$ cat src/rtl/iot_pkg.sv
// Shared definitions for the IOT byte-stream transmit path.
// Contents: word/byte/round geometry, transmit FSM state type, function-select
// encodings understood by the receiver, and a saturating 16-bit increment.
package iot_pkg;

  localparam int IOT_WORD_W    = 128;
  localparam int IOT_BYTES     = 16;
  localparam int IOT_ROUND_LEN = 8;

  typedef enum logic [1:0] {
    IDLE = 2'd0,
    SEND = 2'd1,
    HOLD = 2'd2
  } tx_state_t;

  localparam logic [2:0] FN_MAX  = 3'd1;
  localparam logic [2:0] FN_MIN  = 3'd2;
  localparam logic [2:0] FN_AVG  = 3'd3;
  localparam logic [2:0] FN_EXT  = 3'd4;
  localparam logic [2:0] FN_EXC  = 3'd5;
  localparam logic [2:0] FN_PMAX = 3'd6;
  localparam logic [2:0] FN_PMIN = 3'd7;

  // Counter increment that sticks at all-ones instead of wrapping.
  function automatic logic [15:0] sat_inc16(input logic [15:0] v);
    return (v == 16'hFFFF) ? v : v + 16'd1;
  endfunction

endpackage

$ cat src/rtl/iot_word_fifo.sv
// Word FIFO between the upstream producer and the byte serializer.
// Ports:
//   clk, rst_n     clock, asynchronous active-low reset (pointers only)
//   push_i         write request; ignored when full
//   push_data_i    word to write
//   pop_i          read request; ignored when empty
//   pop_data_o     head word (valid while !empty_o)
//   full_o/empty_o occupancy flags derived from registered pointers
module iot_word_fifo #(
  parameter int DEPTH  = 4,
  parameter int WORD_W = 128
) (
  input  logic              clk,
  input  logic              rst_n,
  input  logic              push_i,
  input  logic [WORD_W-1:0] push_data_i,
  input  logic              pop_i,
  output logic [WORD_W-1:0] pop_data_o,
  output logic              full_o,
  output logic              empty_o
);

  localparam int AW = $clog2(DEPTH);

  // One extra MSB on each pointer distinguishes full from empty.
  logic [AW:0]       wr_ptr_q, rd_ptr_q;
  logic [WORD_W-1:0] mem_q [DEPTH];
  logic              do_push, do_pop;

  assign full_o  = (wr_ptr_q[AW] != rd_ptr_q[AW]) &&
                   (wr_ptr_q[AW-1:0] == rd_ptr_q[AW-1:0]);
  assign empty_o = (wr_ptr_q == rd_ptr_q);
  assign do_push = push_i && !full_o;
  assign do_pop  = pop_i && !empty_o;
  assign pop_data_o = mem_q[rd_ptr_q[AW-1:0]];

  always_ff @(posedge clk or negedge rst_n) begin
    if (!rst_n) begin
      wr_ptr_q <= '0;
      rd_ptr_q <= '0;
    end else begin
      if (do_push) wr_ptr_q <= wr_ptr_q + (AW+1)'(1);
      if (do_pop)  rd_ptr_q <= rd_ptr_q + (AW+1)'(1);
    end
  end

  // Storage carries data only, so it is left out of reset.
  always_ff @(posedge clk) begin
    if (do_push) mem_q[wr_ptr_q[AW-1:0]] <= push_data_i;
  end

endmodule

$ cat src/rtl/iot_byte_tx.sv
// Transmit side of the IOT byte-stream interface: buffers 128-bit words and
// serializes each into 16 bytes, MSB byte first, honouring the receiver busy.
// Ports:
//   clk, rst_n           clock, asynchronous active-low reset
//   wr_valid/wr_data     upstream word; accepted when wr_valid && wr_ready
//   wr_ready             FIFO not full
//   cfg_fn_sel           requested function, sampled at round start only
//   busy                 receiver busy; gates launch of the next byte
//   in_en/iot_in         registered byte strobe and byte (0 when idle)
//   fn_sel               registered function select, stable over a round
//   round_done           pulse when the word counter wraps
//   idle                 FSM idle and FIFO empty
//   tx_words             completed-word counter (only with IOT_BYTE_TX_STATS_EN)
// Build option: define IOT_BYTE_TX_STATS_EN to add the tx_words output.
module iot_byte_tx
  import iot_pkg::*;
#(
  parameter int DEPTH     = 4,
  parameter int WORD_W    = IOT_WORD_W,
  parameter int ROUND_LEN = IOT_ROUND_LEN
) (
  input  logic              clk,
  input  logic              rst_n,
  input  logic              wr_valid,
  input  logic [WORD_W-1:0] wr_data,
  output logic              wr_ready,
  input  logic [2:0]        cfg_fn_sel,
  input  logic              busy,
  output logic              in_en,
  output logic [7:0]        iot_in,
  output logic [2:0]        fn_sel,
  output logic              round_done,
`ifdef IOT_BYTE_TX_STATS_EN
  output logic [15:0]       tx_words,
`endif
  output logic              idle
);

  localparam int WI_W = $clog2(ROUND_LEN);
  localparam int BI_W = $clog2(IOT_BYTES);

  tx_state_t         state_q;
  logic [WORD_W-1:0] shift_q;
  logic [BI_W-1:0]   byte_idx_q;
  logic [WI_W-1:0]   word_idx_q;
  logic              in_en_q, round_done_q;
  logic [7:0]        iot_in_q;
  logic [2:0]        fn_sel_q;

  logic              fifo_full, fifo_empty;
  logic [WORD_W-1:0] fifo_head;
  logic              pop, send_fire, word_done;

  iot_word_fifo #(.DEPTH(DEPTH), .WORD_W(WORD_W)) u_fifo (
    .clk        (clk),
    .rst_n      (rst_n),
    .push_i     (wr_valid),
    .push_data_i(wr_data),
    .pop_i      (pop),
    .pop_data_o (fifo_head),
    .full_o     (fifo_full),
    .empty_o    (fifo_empty)
  );

  // A word is fetched only from IDLE or HOLD, and only when the receiver is free.
  assign pop       = ((state_q == IDLE) || (state_q == HOLD)) && !fifo_empty && !busy;
  assign send_fire = (state_q == SEND) && !busy;
  assign word_done = send_fire && (byte_idx_q == BI_W'(IOT_BYTES-1));

  assign wr_ready   = !fifo_full;
  assign idle       = (state_q == IDLE) && fifo_empty;
  assign in_en      = in_en_q;
  assign iot_in     = iot_in_q;
  assign fn_sel     = fn_sel_q;
  assign round_done = round_done_q;

  always_ff @(posedge clk) begin
    if (pop)            shift_q <= fifo_head;
    else if (send_fire) shift_q <= shift_q << 8;
  end

  always_ff @(posedge clk or negedge rst_n) begin
    if (!rst_n) begin
      state_q      <= IDLE;
      byte_idx_q   <= '0;
      word_idx_q   <= '0;
      in_en_q      <= 1'b0;
      iot_in_q     <= 8'h00;
      fn_sel_q     <= 3'd0;
      round_done_q <= 1'b0;
    end else begin
      // Pulses together with the wrap of word_idx, i.e. as the last byte of
      // the round's final word is launched.
      round_done_q <= word_done && (word_idx_q == WI_W'(ROUND_LEN-1));
      in_en_q      <= 1'b0;
      iot_in_q     <= 8'h00;
      case (state_q)
        IDLE: begin
          if (pop) begin
            state_q <= SEND;
            if (word_idx_q == '0) fn_sel_q <= cfg_fn_sel;
          end
        end
        SEND: begin
          if (send_fire) begin
            in_en_q  <= 1'b1;
            iot_in_q <= shift_q[WORD_W-1 -: 8];
            if (word_done) begin
              byte_idx_q <= '0;
              word_idx_q <= word_idx_q + WI_W'(1);
              state_q    <= HOLD;
            end else begin
              byte_idx_q <= byte_idx_q + BI_W'(1);
            end
          end
        end
        HOLD: begin
          if (!busy) begin
            if (pop) begin
              state_q <= SEND;
              if (word_idx_q == '0) fn_sel_q <= cfg_fn_sel;
            end else begin
              state_q <= IDLE;
            end
          end
        end
        default: state_q <= IDLE;
      endcase
    end
  end

`ifdef IOT_BYTE_TX_STATS_EN
  logic [15:0] tx_words_q;
  always_ff @(posedge clk or negedge rst_n) begin
    if (!rst_n)         tx_words_q <= 16'd0;
    else if (word_done) tx_words_q <= sat_inc16(tx_words_q);
  end
  assign tx_words = tx_words_q;
`endif

endmodule

$ cat config.mk
export PLATFORM = sky130hd
export DESIGN_NAME = iot_byte_tx
export DESIGN_NICKNAME = d
export VERILOG_FILES = /design/src/rtl/iot_pkg.sv /design/src/rtl/iot_word_fifo.sv /design/src/rtl/iot_byte_tx.sv
export SDC_FILE = /design/constraint.sdc
export NUM_CORES = 1
export LEC_CHECK = 0
export CORE_MARGIN = 2
export CORE_UTILIZATION = 60
export DETAILED_ROUTE_END_ITERATION = 7
export GPL_TIMING_DRIVEN = 0
export PLACE_DENSITY = 0.8
export SYNTH_ARGS = -nofsm -noshare
export SYNTH_HDL_FRONTEND = slang
export SYNTH_SLANG_ARGS = --single-unit
$ cat constraint.sdc
create_clock -name clk -period 24.1 [get_ports clk]
set_input_delay 4.82 -clock clk [delete_from_list [all_inputs] [get_ports clk]]
set_output_delay 4.82 -clock clk [all_outputs]
set_load 0.05 [all_outputs]
# Word-level counts from Yosys, hierarchy flattened
# Memory sizes are Yosys's and may differ from the RTL's.
# Index checks and enable logic that the tools add are counted.
dict set report op_classes {
  addsub 4
  n_eq_ne 11
  n_mux 19
  reduce_logical 21
}
# op count
set ops {}
lappend ops {{$mux 128} 2}
lappend ops {{$mux 8} 2}
lappend ops {{$add 3x1->3 const B} 3}
lappend ops {{$logic_and 1x1->1} 9}
lappend ops {{$mux 3} 3}
lappend ops {{$mux 2} 4}
lappend ops {{$ne 2x2->1 const B} 3}
lappend ops {{$pmux 2 s3} 1}
lappend ops {{$pmux 3 s2} 1}
lappend ops {{$mux 1} 5}
lappend ops {{$add 4x1->4 const B} 1}
lappend ops {{$eq 4x4->1 const B} 1}
lappend ops {{$mux 4} 1}
lappend ops {{$reduce_and 2->1} 2}
lappend ops {{$reduce_and 4->1} 1}
lappend ops {{$reduce_bool 2->1} 2}
lappend ops {{$eq 3x3->1} 1}
lappend ops {{$eq 3x3->1 const B} 1}
lappend ops {{$logic_not 1->1} 3}
lappend ops {{$logic_not 3->1} 1}
lappend ops {{$reduce_and 3->1} 1}
lappend ops {{$eq 2x1->1 const B} 1}
lappend ops {{$eq 2x2->1} 1}
lappend ops {{$eq 2x2->1 const B} 1}
lappend ops {{4 further kinds} 4}
dict set report totals {
  reg_bits 156
  mem_bits_rw 512
  inputBits 135
  out_inout_bits 15
  word_cells 66
  memories 1
}
# name words word_bits rd rd_ports_with_merged_regs write_ports line_no
set memory_table {}
lappend memory_table {u_fifo.mem_q 4 128 1 0 1 iot_word_fifo.sv:27} ;# logic [WORD_W-1:0] mem_q [DEPTH];

# Logic depth before layout (Yosys ltp)
# Gate-level depths: netlist of run 1.
dict set report logic_depth {
  ltp_word 7
  ltp_mapped 6
}

# Modules after synthesis
# A second synthesis of run 1 with hierarchy kept.
dict set report hier_totals {
  cells_unflattened 1059
  area_unflattened_um2 25241.7
}
# mod n_inst cells_per_inst area_each_um2 seq_area_each_um2
set modules_own_cells {}
lappend modules_own_cells {iot_word_fifo 1 718 18979.5 15524.9}
lappend modules_own_cells {iot_byte_tx 1 341 6262.3 4394.2}

# Worst setup path after synthesis of run 1
# Ideal clock, no wire load.
dict set report synth_path {
  kind {input-to-reg}
  startpoint {in wr_valid}
  endpoint {mem u_fifo.mem_q[3][0], enable pin}
  setup_ps 695
  arrival_time_ps 11316
  slack_ps 12089
  cell_stages 2
  cell_sequence {nand2_1 a31oi_1}
}
dict set report synth_via {
  elab_chain_len 3
}
# element line_no
set synth_rtl {}
lappend synth_rtl {{from (decl)} iot_byte_tx.sv:24} ;# input logic wr_valid,
lappend synth_rtl {{$logic_and 1x1->1} iot_word_fifo.sv:33} ;# assign do_push = push_i && !full_o;
lappend synth_rtl {{$mux 1} iot_word_fifo.sv:49} ;# if (do_push) mem_q[wr_ptr_q[AW-1:0]] <= push_data_i;
lappend synth_rtl {{$mux 1 (not written as such)} iot_word_fifo.sv:49}
lappend synth_rtl {{to (decl)} iot_word_fifo.sv:27}
# Every way passes these cells.

# Worst setup path in the final report of run 1
dict set report layout_path {
  startpoint {reg u_fifo.rd_ptr_q[0]}
  endpoint {out idle}
}
dict set report layout_via {
  elab_chain_len 2
}
# element line_no
set layout_rtl {}
lappend layout_rtl {{from (decl)} iot_word_fifo.sv:26} ;# logic [AW:0] wr_ptr_q, rd_ptr_q;
lappend layout_rtl {{from (signal assigned)} iot_word_fifo.sv:43} ;# if (do_pop) rd_ptr_q <= rd_ptr_q + (AW+1)'(1);
lappend layout_rtl {{$eq 3x3->1} iot_word_fifo.sv:32} ;# assign empty_o = (wr_ptr_q == rd_ptr_q);
lappend layout_rtl {{$logic_and 1x1->1} iot_byte_tx.sv:71} ;# assign idle = (state_q == IDLE) && fifo_empty;
lappend layout_rtl {{to (decl)} iot_byte_tx.sv:36} ;# output logic idle
# Every way passes these cells.

==> flow_summary.toml, run 1 <==
[outcome]
status = "finished clean"

[min_path]
hp-class = "reg -> reg"
worstHoldPathCells = 1
min-delay-start = "shift_q[123]"

[floorplanning]
num_rows = 74
dieWidth_um = 208.0
io_pins = 150
die_area_um2 = 43280
core_um2 = 40920
die_h_um = 208.0
initial_core_util = 0.6104

[layout]
area_growth_pct = 18.66
fin_area_um2 = 29640
final_cell_mix = "640 x edfxtp_1, 148 x clkdlybuf4s50_1, 128 x mux4_2, 70 x mux2_1, 69 x clkbuf_16"
post-route-util = 0.7243
finalNonFillerCells = 1860
multiInputGateArea_um2 = 4845
nets = 1417
drive_above_1_share = 0.2494
regArea_um2 = 19920
layout_commonest_cell = "edfxtp_1"
nFillCells = 2319

[cts]
cts_tree = "done"
cts.sinks = 668
cts-root-buf = "clkbuf_16"
cts_resized = 0
cts_buffers = 67
cts_setup_buffers = 0
path_clk_slew_ps = 60
htree_levels = 3
clk-insertion-delay-late_ps = 590
hold_buffers = 0
cts_buffer_depth = 3

[route]
routed_via_density = 5.930
num_vias = 11030
routed_wl_um = 46790
drc = 0
drtIter0Drc = 1003
post_drt_wl_per_cell_um = 25.16
ant_nets = 0
firstDrtPassIters = 5

[power_and_ir_drop]
combPwrFrac = 0.256
fin_total_pwr_mw = 3.688
leakagePower_nw = 9.748
power.density_nw_per_um2 = 124.4
seq_power_share = 0.477
switching_share = 0.2751
vdd_drop_max_v = 0.00008401
power_frac_clock = 0.267
p_int_mw = 2.673
netSwitchingPower_mw = 1.015

[placed_design]
dp_cells = 1736
place.gp.congestion = 0.7193
post-place-ws_ps = 15980
portBuffers = 149
placed_area_um2 = 27560
hpwl_um = 28220

[synthesis]
synth-edff-count = 640
synth-seq-area-share = 0.7974
synth_top_area_share = 0.7694
async_reset_ff_frac = 0.04192
ys_seq_elements = 668
synthCells = 1040
syn-cell-area_um2 = 24980
synth_warnings = 0
syn_avg_cell_area_um2 = 24.02
yosys-top-cells-area = "edfxtp_1 77%, mux4_2 12%, mux2_1 3.2%, dfrtp_1 2.8%, mux2_2 2.6%"
synth.largest_area_cell = "edfxtp_1"
synthesis.nets = 1184
ys_types = 28
synth_ff_type = "edfxtp_1"

[critical_path]
crit_path_cell_trace = "buf_2 -> xnor2_1 -> nand3_1 -> nor3_1 -> clkdlybuf4s50_1"
slowest_delay_ps = 850
worst_ep_required_time_ps = 19280
r2r_start = "u_fifo.rd_ptr_q[0]"
path_max_fanout = 7
endpoint_kind = "primary output"
cp-startpoint = "u_fifo.rd_ptr_q[0]"
crit_slowest_cell = "clkdlybuf4s50_1"
start_kind = "flop"
arrival_ps = 3000
crit_type = "reg -> out"
reg2regPathDepth = 8
rrSetupSlack_ps = 20360

[sta]
finalSetupViolCount = 0
slew_violations = 0
fin_ws_ps = 16280
hold_ws_ps = 446.8
timing.slew.headroom = 0.2644
rsz0062_at_grt = "no"
period_share = 0.3246
period_needed_ps = 7823
tightest_slew_ps = 1103
final-hold-violation-count = 0
fin_skew_ps = 22.26
setup_tns_ps = 0
max_freq_mhz = 127.8

[grt]
antenna_found_initial = 6
grt_first_pass_wirelength_um = 71500
grt_max_degree = 59
grt_pass1_vias = 11770
track_usage = 0.2227
overflow = 0

[flow_run]
maxCapViolCount = 0
-- synth_stat cells (2+ instances only) --
cell / number
edfxtp_1: 640
mux4_2: 128
mux2_1: 70
mux2_2: 58
dfrtp_1: 28
and2_1: 20
buf_2: 18
clkbuf_1: 18
ha_1: 9
buf_4: 8
inv_1: 6
xnor2_1: 6
nand3_1: 5
a31oi_1: 4
nand2_1: 4
xor2_1: 4
nor3_1: 2
o21bai_1: 2
-- critical path: cells and delay by family (launching register included) --
family,cells,cell delay [ps]
xor gates and xnor gates,1,650
buffers and inverters,2,1020
DFF,1,400
and+or+nand+nor,2,340
-- flip-flops by register name, summed over array words and instances, names as in the netlist, 2 cells and up --
register / count
u_fifo.mem_q: 512
shift_q: 128
iot_in: 8
byte_idx_q: 4
fn_sel: 3
u_fifo.rd_ptr_q: 3
u_fifo.wr_ptr_q: 3
word_idx_q: 3
state_q: 2
-- metal layers --
layer	part of all wire	track usage	vias up
li1	-	-	4827
met1	0.41	0.3061	5755
met2	0.50	0.3653	375
met3	0.065	0.04906	67
met4	0.019	0.06628	6
met5	0.00088	0	-
-- kinds of logic (layout without fill, tap and decap cells) --
kind of cell	count (synthesis)	in the layout	synth area share
compound gates	10	10	0.003105
mux	256	256	0.1731
flops	668	668	0.7974
buf+inv	50	333	0.009617
simple gates	37	37	0.008716
fa+ha+maj	9	9	0.004508
other cells	0	5	0
xor+xnor	10	10	0.003506
-- path summary, 6_finish.rpt --
kind	to
max	idle
min	iot_in[3]
max reg2reg	shift_q[56]
min reg2reg	iot_in[3]
max in group asynchronous	iot_in[1]
min in group asynchronous	fn_sel[1]
-- final cells by class --
class	count	share of cell area
Antenna cell	5	0.0004221
Buffer	44	0.007345
Clock buffer	81	0.06011
Clock inverter	38	0.009836
Inverter	6	0.0007598
Multi-Input combinational cell	322	0.1635
Sequential cell	668	0.6720
Tap cell	532	0.02246
Timing Repair Buffer	164	0.06357
-- power by group through the flow --
| stage | combinational, mW | clock, mW | sequential (mW) |
|---|---|---|---|
| after floorplan | 0.613 | 0 | 1.80 |
| after global placement | 0.874 | 0 | 1.84 |
| after detailed placement | 0.953 | 0 | 1.78 |
| after CTS | 0.966 | 1.00 | 1.76 |
| after global routing | 1.02 | 1.05 | 1.78 |
| final | 0.946 | 0.985 | 1.76 |
Note: power is estimated with default switching activity, not from simulation.
==> run 2: changes to the inputs <==
CORE_UTILIZATION = 53   (was 60)
PLACE_DENSITY = 0.75   (was 0.8)
clock period = 7.08 ns   (was 24.1 ns; I/O delays follow)
==> run 2 against run 1 <==
Against the previous run:
- die area grew 13%
- via count is 1.3% higher
- sequential share of layout area down 0.37 points
- worst setup slack worse by 14000 ps
- sequential power grew to 3.4 times the previous value
- final cell count is 3.7% higher
- sequential cell count is the same
- cell area is 0.55% higher
- clock-buffer cell count rose by 6
- critical path type unchanged
- largest cell class unchanged
- highest routed layer unchanged
==> flow_summary.toml, run 2 (synthesis gave the netlist of run 1 again) <==
[outcome]
status = "finished clean"

[cts]
cts_resized = 0
htree_levels = 3
cts_buffer_depth = 3
cts.sinks = 668
cts_setup_buffers = 0
hold_buffers = 0
clk-insertion-delay-late_ps = 580
cts_tree = "done"
cts-root-buf = "clkbuf_16"
cts_buffers = 66
path_clk_slew_ps = 60

[route]
ant_nets = 0
num_vias = 11180
routed_wl_um = 47610
post_drt_wl_per_cell_um = 24.69
drtIter0Drc = 889
routed_via_density = 5.796
firstDrtPassIters = 5
drc = 0

[layout]
fin_area_um2 = 29800
area_growth_pct = 19.31
finalNonFillerCells = 1928
nFillCells = 2976
final_cell_mix = "640 x edfxtp_1, 148 x clkdlybuf4s50_1, 128 x mux4_2, 73 x clkbuf_16, 70 x mux2_1"
largest_reg_flops = 512
nets = 1416
layout_commonest_cell = "edfxtp_1"
drive_above_1_share = 0.2462

[grt]
grt_pass1_vias = 11870
antenna_found_initial = 6
overflow = 0
track_usage = 0.1987
grt_max_degree = 59
grt_first_pass_wirelength_um = 72440

[critical_path]
endpoint_kind = "primary output"
worst_ep_required_time_ps = 5660
path_max_fanout = 7
start_kind = "flop"
arrival_ps = 2900
crit_type = "reg -> out"

[sta]
finalSetupViolCount = 0
period_needed_ps = 4319
max_freq_mhz = 231.5
rsz0062_at_grt = "no"
setup_tns_ps = 0
tightest_slew_ps = 1159
timing.slew.headroom = 0.2275
hold_ws_ps = 446.8
fin_skew_ps = 13.38
slew_violations = 0
final-hold-violation-count = 0
period_share = 0.6100

[flow_run]
maxCapViolCount = 0

[floorplanning]
dieWidth_um = 221.1
die_area_um2 = 48880
initial_core_util = 0.5365
num_rows = 79
die_h_um = 221.1
core_um2 = 46560
io_pins = 150

[power_and_ir_drop]
leakagePower_nw = 9.784
power.density_nw_per_um2 = 425.0
fin_total_pwr_mw = 12.67
vdd_drop_max_v = 0.0003154

[placed_design]
portBuffers = 149
placed_area_um2 = 27650
dp_cells = 1811
place.gp.congestion = 0.7222
hpwl_um = 29180

[min_path]
hp-class = "reg -> reg"
## run 2: worst max-delay path, stage by stage, from the launching register on
cell             delay [ps]
dfrtp_1                 490
xnor2_1                 670
nand3_1                 160
nor3_1                  170
clkdlybuf4s50_1         830
## run 2: power breakdown
| part | internal [mW] | switching, mW |
|---|---|---|
| combinational | 1.49 | 1.72 |
| sequential | 5.67 | 0.307 |
| clock | 2.08 | 1.40 |
## run 2: final cells by class
cell class | instances | area, um^2 | share of cell area
Antenna cell | 1 | 2.502 | 0.00008396
Buffer | 44 | 217.7 | 0.007305
Clock buffer | 87 | 1879 | 0.06306
Clock inverter | 29 | 281.5 | 0.009446
Inverter | 6 | 22.52 | 0.0007557
Multi-Input combinational cell | 322 | 4845 | 0.1626
Sequential cell | 668 | 19920 | 0.6683
Tap cell | 607 | 759.5 | 0.02548
Timing Repair Buffer | 164 | 1877 | 0.06297
## run 2: worst paths after layout
check	to	slack, ps	start	cells after the start
worst max-delay path	idle	2760	u_fifo.rd_ptr_q[1]	4
worst min-delay path	iot_in[5]	450	shift_q[125]	1
worst max register to register	shift_q[27]	3280	u_fifo.rd_ptr_q[1]	7
worst min register to register	iot_in[5]	450	shift_q[125]	1
max in group asynchronous	iot_in[6]	5810	rst_n	1
min in group asynchronous	fn_sel[1]	850	rst_n	1
## run 2: per-stage QoR
| stage | utilization | setup WS, ps |
|---|---|---|
| after floorplan | - | 1210 |
| after global placement | 0.5850 | -2638 |
| after detailed placement | 0.5938 | 2211 |
| after CTS | 0.6402 | 2729 |
| after global routing | 0.6402 | 2619 |
| final | 0.6402 | 2761 |
## run 2: routing by layer
metal	track usage	share of wire	vias to the layer above
met5	0	0.0013	-
met4	0.05737	0.022	10
met3	0.04395	0.057	91
met2	0.3204	0.50	348
met1	0.2768	0.42	5900
li1	-	-	4826
==> run 3: changes to the inputs <==
clock period = 3.5 ns   (was 7.08 ns; I/O delays follow)
==> run 3 against run 2 <==
Against the previous run:
- worst hold slack got worse by 310 ps
- worst setup slack got worse by 2500 ps
- non-clock buffer count unchanged
- largest cell class unchanged
- sequential power increased by 100%
- critical path depth increased by 3
- clock power increased by 89%
- via count decreased by 1.8%
- first-iteration DRC count decreased by 5.2%
==> flow_summary.toml, run 3 (synthesis gave the netlist of run 1 again) <==
[grt]
antenna_found_initial = 10
use_met1 = 0.2537
grt_first_pass_wirelength_um = 69970
busiest_layer = "met2"
overflow = 0
grtUsageMet2 = 0.3206
track_usage = 0.1921
grt_max_degree = 57
grt_pass1_vias = 11690
use_met3 = 0.04156

[route]
ant_nets = 0
routed_via_density = 5.671
firstDrtPassIters = 8
num_vias = 10970
drc = 0
drtIter0Drc = 843
post_drt_wl_per_cell_um = 23.96
routed_wl_um = 46360

[outcome]
status = "finished clean"

[layout]
nFillCells = 2996
layout_commonest_cell = "edfxtp_1"
fin_area_um2 = 29660
largest_reg_flops = 512
drive_above_1_share = 0.2458
final_cell_mix = "640 x edfxtp_1, 147 x clkdlybuf4s50_1, 128 x mux4_2, 70 x mux2_1, 68 x clkbuf_16"
area_growth_pct = 18.75
post-route-util = 0.6372
nets = 1417

[placed_design]
hpwl_um = 28370
placed_area_um2 = 27600
portBuffers = 149
place.gp.congestion = 0.6979

[flow_run]
maxCapViolCount = 0

[floorplanning]
core_um2 = 46560
num_rows = 79
dieWidth_um = 221.1
io_pins = 150
die_area_um2 = 48880
die_h_um = 221.1
initial_core_util = 0.5365

[critical_path]
reg2regPathDepth = 7
start_kind = "flop"
worst_ep_required_time_ps = 3750
rrSetupSlack_ps = 220
endpoint_kind = "flop"
crit_type = "reg -> reg"
arrival_ps = 3530
path_max_fanout = 56

[power_and_ir_drop]
power.density_nw_per_um2 = 846.1
vdd_drop_max_v = 0.0006679
fin_total_pwr_mw = 25.10
leakagePower_nw = 9.724

[sta]
fin_skew_ps = 18.29
rsz0062_at_grt = "no"
tightest_slew_ps = 1014
timing.slew.headroom = 0.3242
max_freq_mhz = 305.1
final-hold-violation-count = 0
slew_violations = 0
finalSetupViolCount = 0
period_share = 0.9366
period_needed_ps = 3278

[cts]
cts_tree = "done"
htree_levels = 3
clk-insertion-delay-late_ps = 590
cts-root-buf = "clkbuf_16"
path_clk_slew_ps = 60
hold_buffers = 0
cts_buffer_depth = 3
cts.sinks = 668
cts_buffers = 67

[min_path]
hp-class = "in -> async"
[run 3: changes by cell type in the layout (fill, tap and decap cells not counted), moves of 2 or more]
cell | previous run | this run
buf_16 | 12 | 9
buf_12 | 3 | 5
clkbuf_16 | 73 | 68
bufinv_16 | 6 | 2
clkinv_2 | 9 | 6
xnor2_1 | 6 | 4
clkinv_4 | 0 | 2
clkinv_1 | 13 | 18
xnor2_2 | 0 | 2
diode_2 | 1 | 6
inv_6 | 0 | 5
[run 3: routing by layer]
layer	wire [um]	up-vias
met1	19340	5742
li1	-	4835
met4	938	8
met3	2573	75
met5	50	-
met2	23450	314
[run 3: report_power, final]
part | total, mW | internal, mW | switching, mW
Sequential | 12.1 | 11.5 | 0.617
Combinational | 6.44 | 2.99 | 3.44
Clock | 6.57 | 3.74 | 2.83
Total | 25.1 | 18.2 | 6.89
[run 3: cell type report]
cell class | instances | area (um^2) | share of cell area
repair buffers | 164 | 1844 | 0.06217
well taps | 607 | 759.5 | 0.02560
diodes | 6 | 15.01 | 0.0005062
clock buffers | 82 | 1764 | 0.05947
plain buffers | 44 | 217.7 | 0.007339
flip-flops and latches | 668 | 19920 | 0.6715
inverters | 6 | 22.52 | 0.0007592
clock inverters | 36 | 250.2 | 0.008436
multi-input cells | 322 | 4871 | 0.1642
[run 3: worst paths after layout]
kind / start / to
hold reg to reg: shift_q[124] / iot_in[4]
min in group clk: shift_q[124] / iot_in[4]
setup / recovery: u_fifo.rd_ptr_q[1] / shift_q[38]
hold / removal: rst_n / fn_sel[0]
setup reg to reg: u_fifo.rd_ptr_q[1] / shift_q[38]
max in group asynchronous: rst_n / iot_in[2]
[run 3: repair_timing]
| item | CTS | global route |
|---|---|---|
| gates resized for setup | 3 | 1 |
| hold endpoints to repair | 0 | 0 |
| pin swaps | 1 | 0 |
| setup buffers | 1 | 0 |
| endpoints found under the setup margin | 103 | 1 |
[run 3: worst max-delay path: stages, from the launching register on]
cell and delay (ps):
dfrtp_1 500, xnor2_2 280, a311oi_4 420, buf_2 320, buf_4 250, or2_4 440, buf_16 340, buf_16 300
[run 3: metrics by stage]
step	setup slack (ps)	hold WS, ps	instances	TNS [ps]
3_3_place_gp	-2334	431.2	1796	-1040860
5_1_grt	55.98	173.6	1933	0
3_5_place_dp	-711.9	435.8	1810	-54790
6_report	221.9	139.4	1935	0
4_1_cts	57.52	448.5	1929	0
2_1_floorplan	18.88	404.4	1040	0
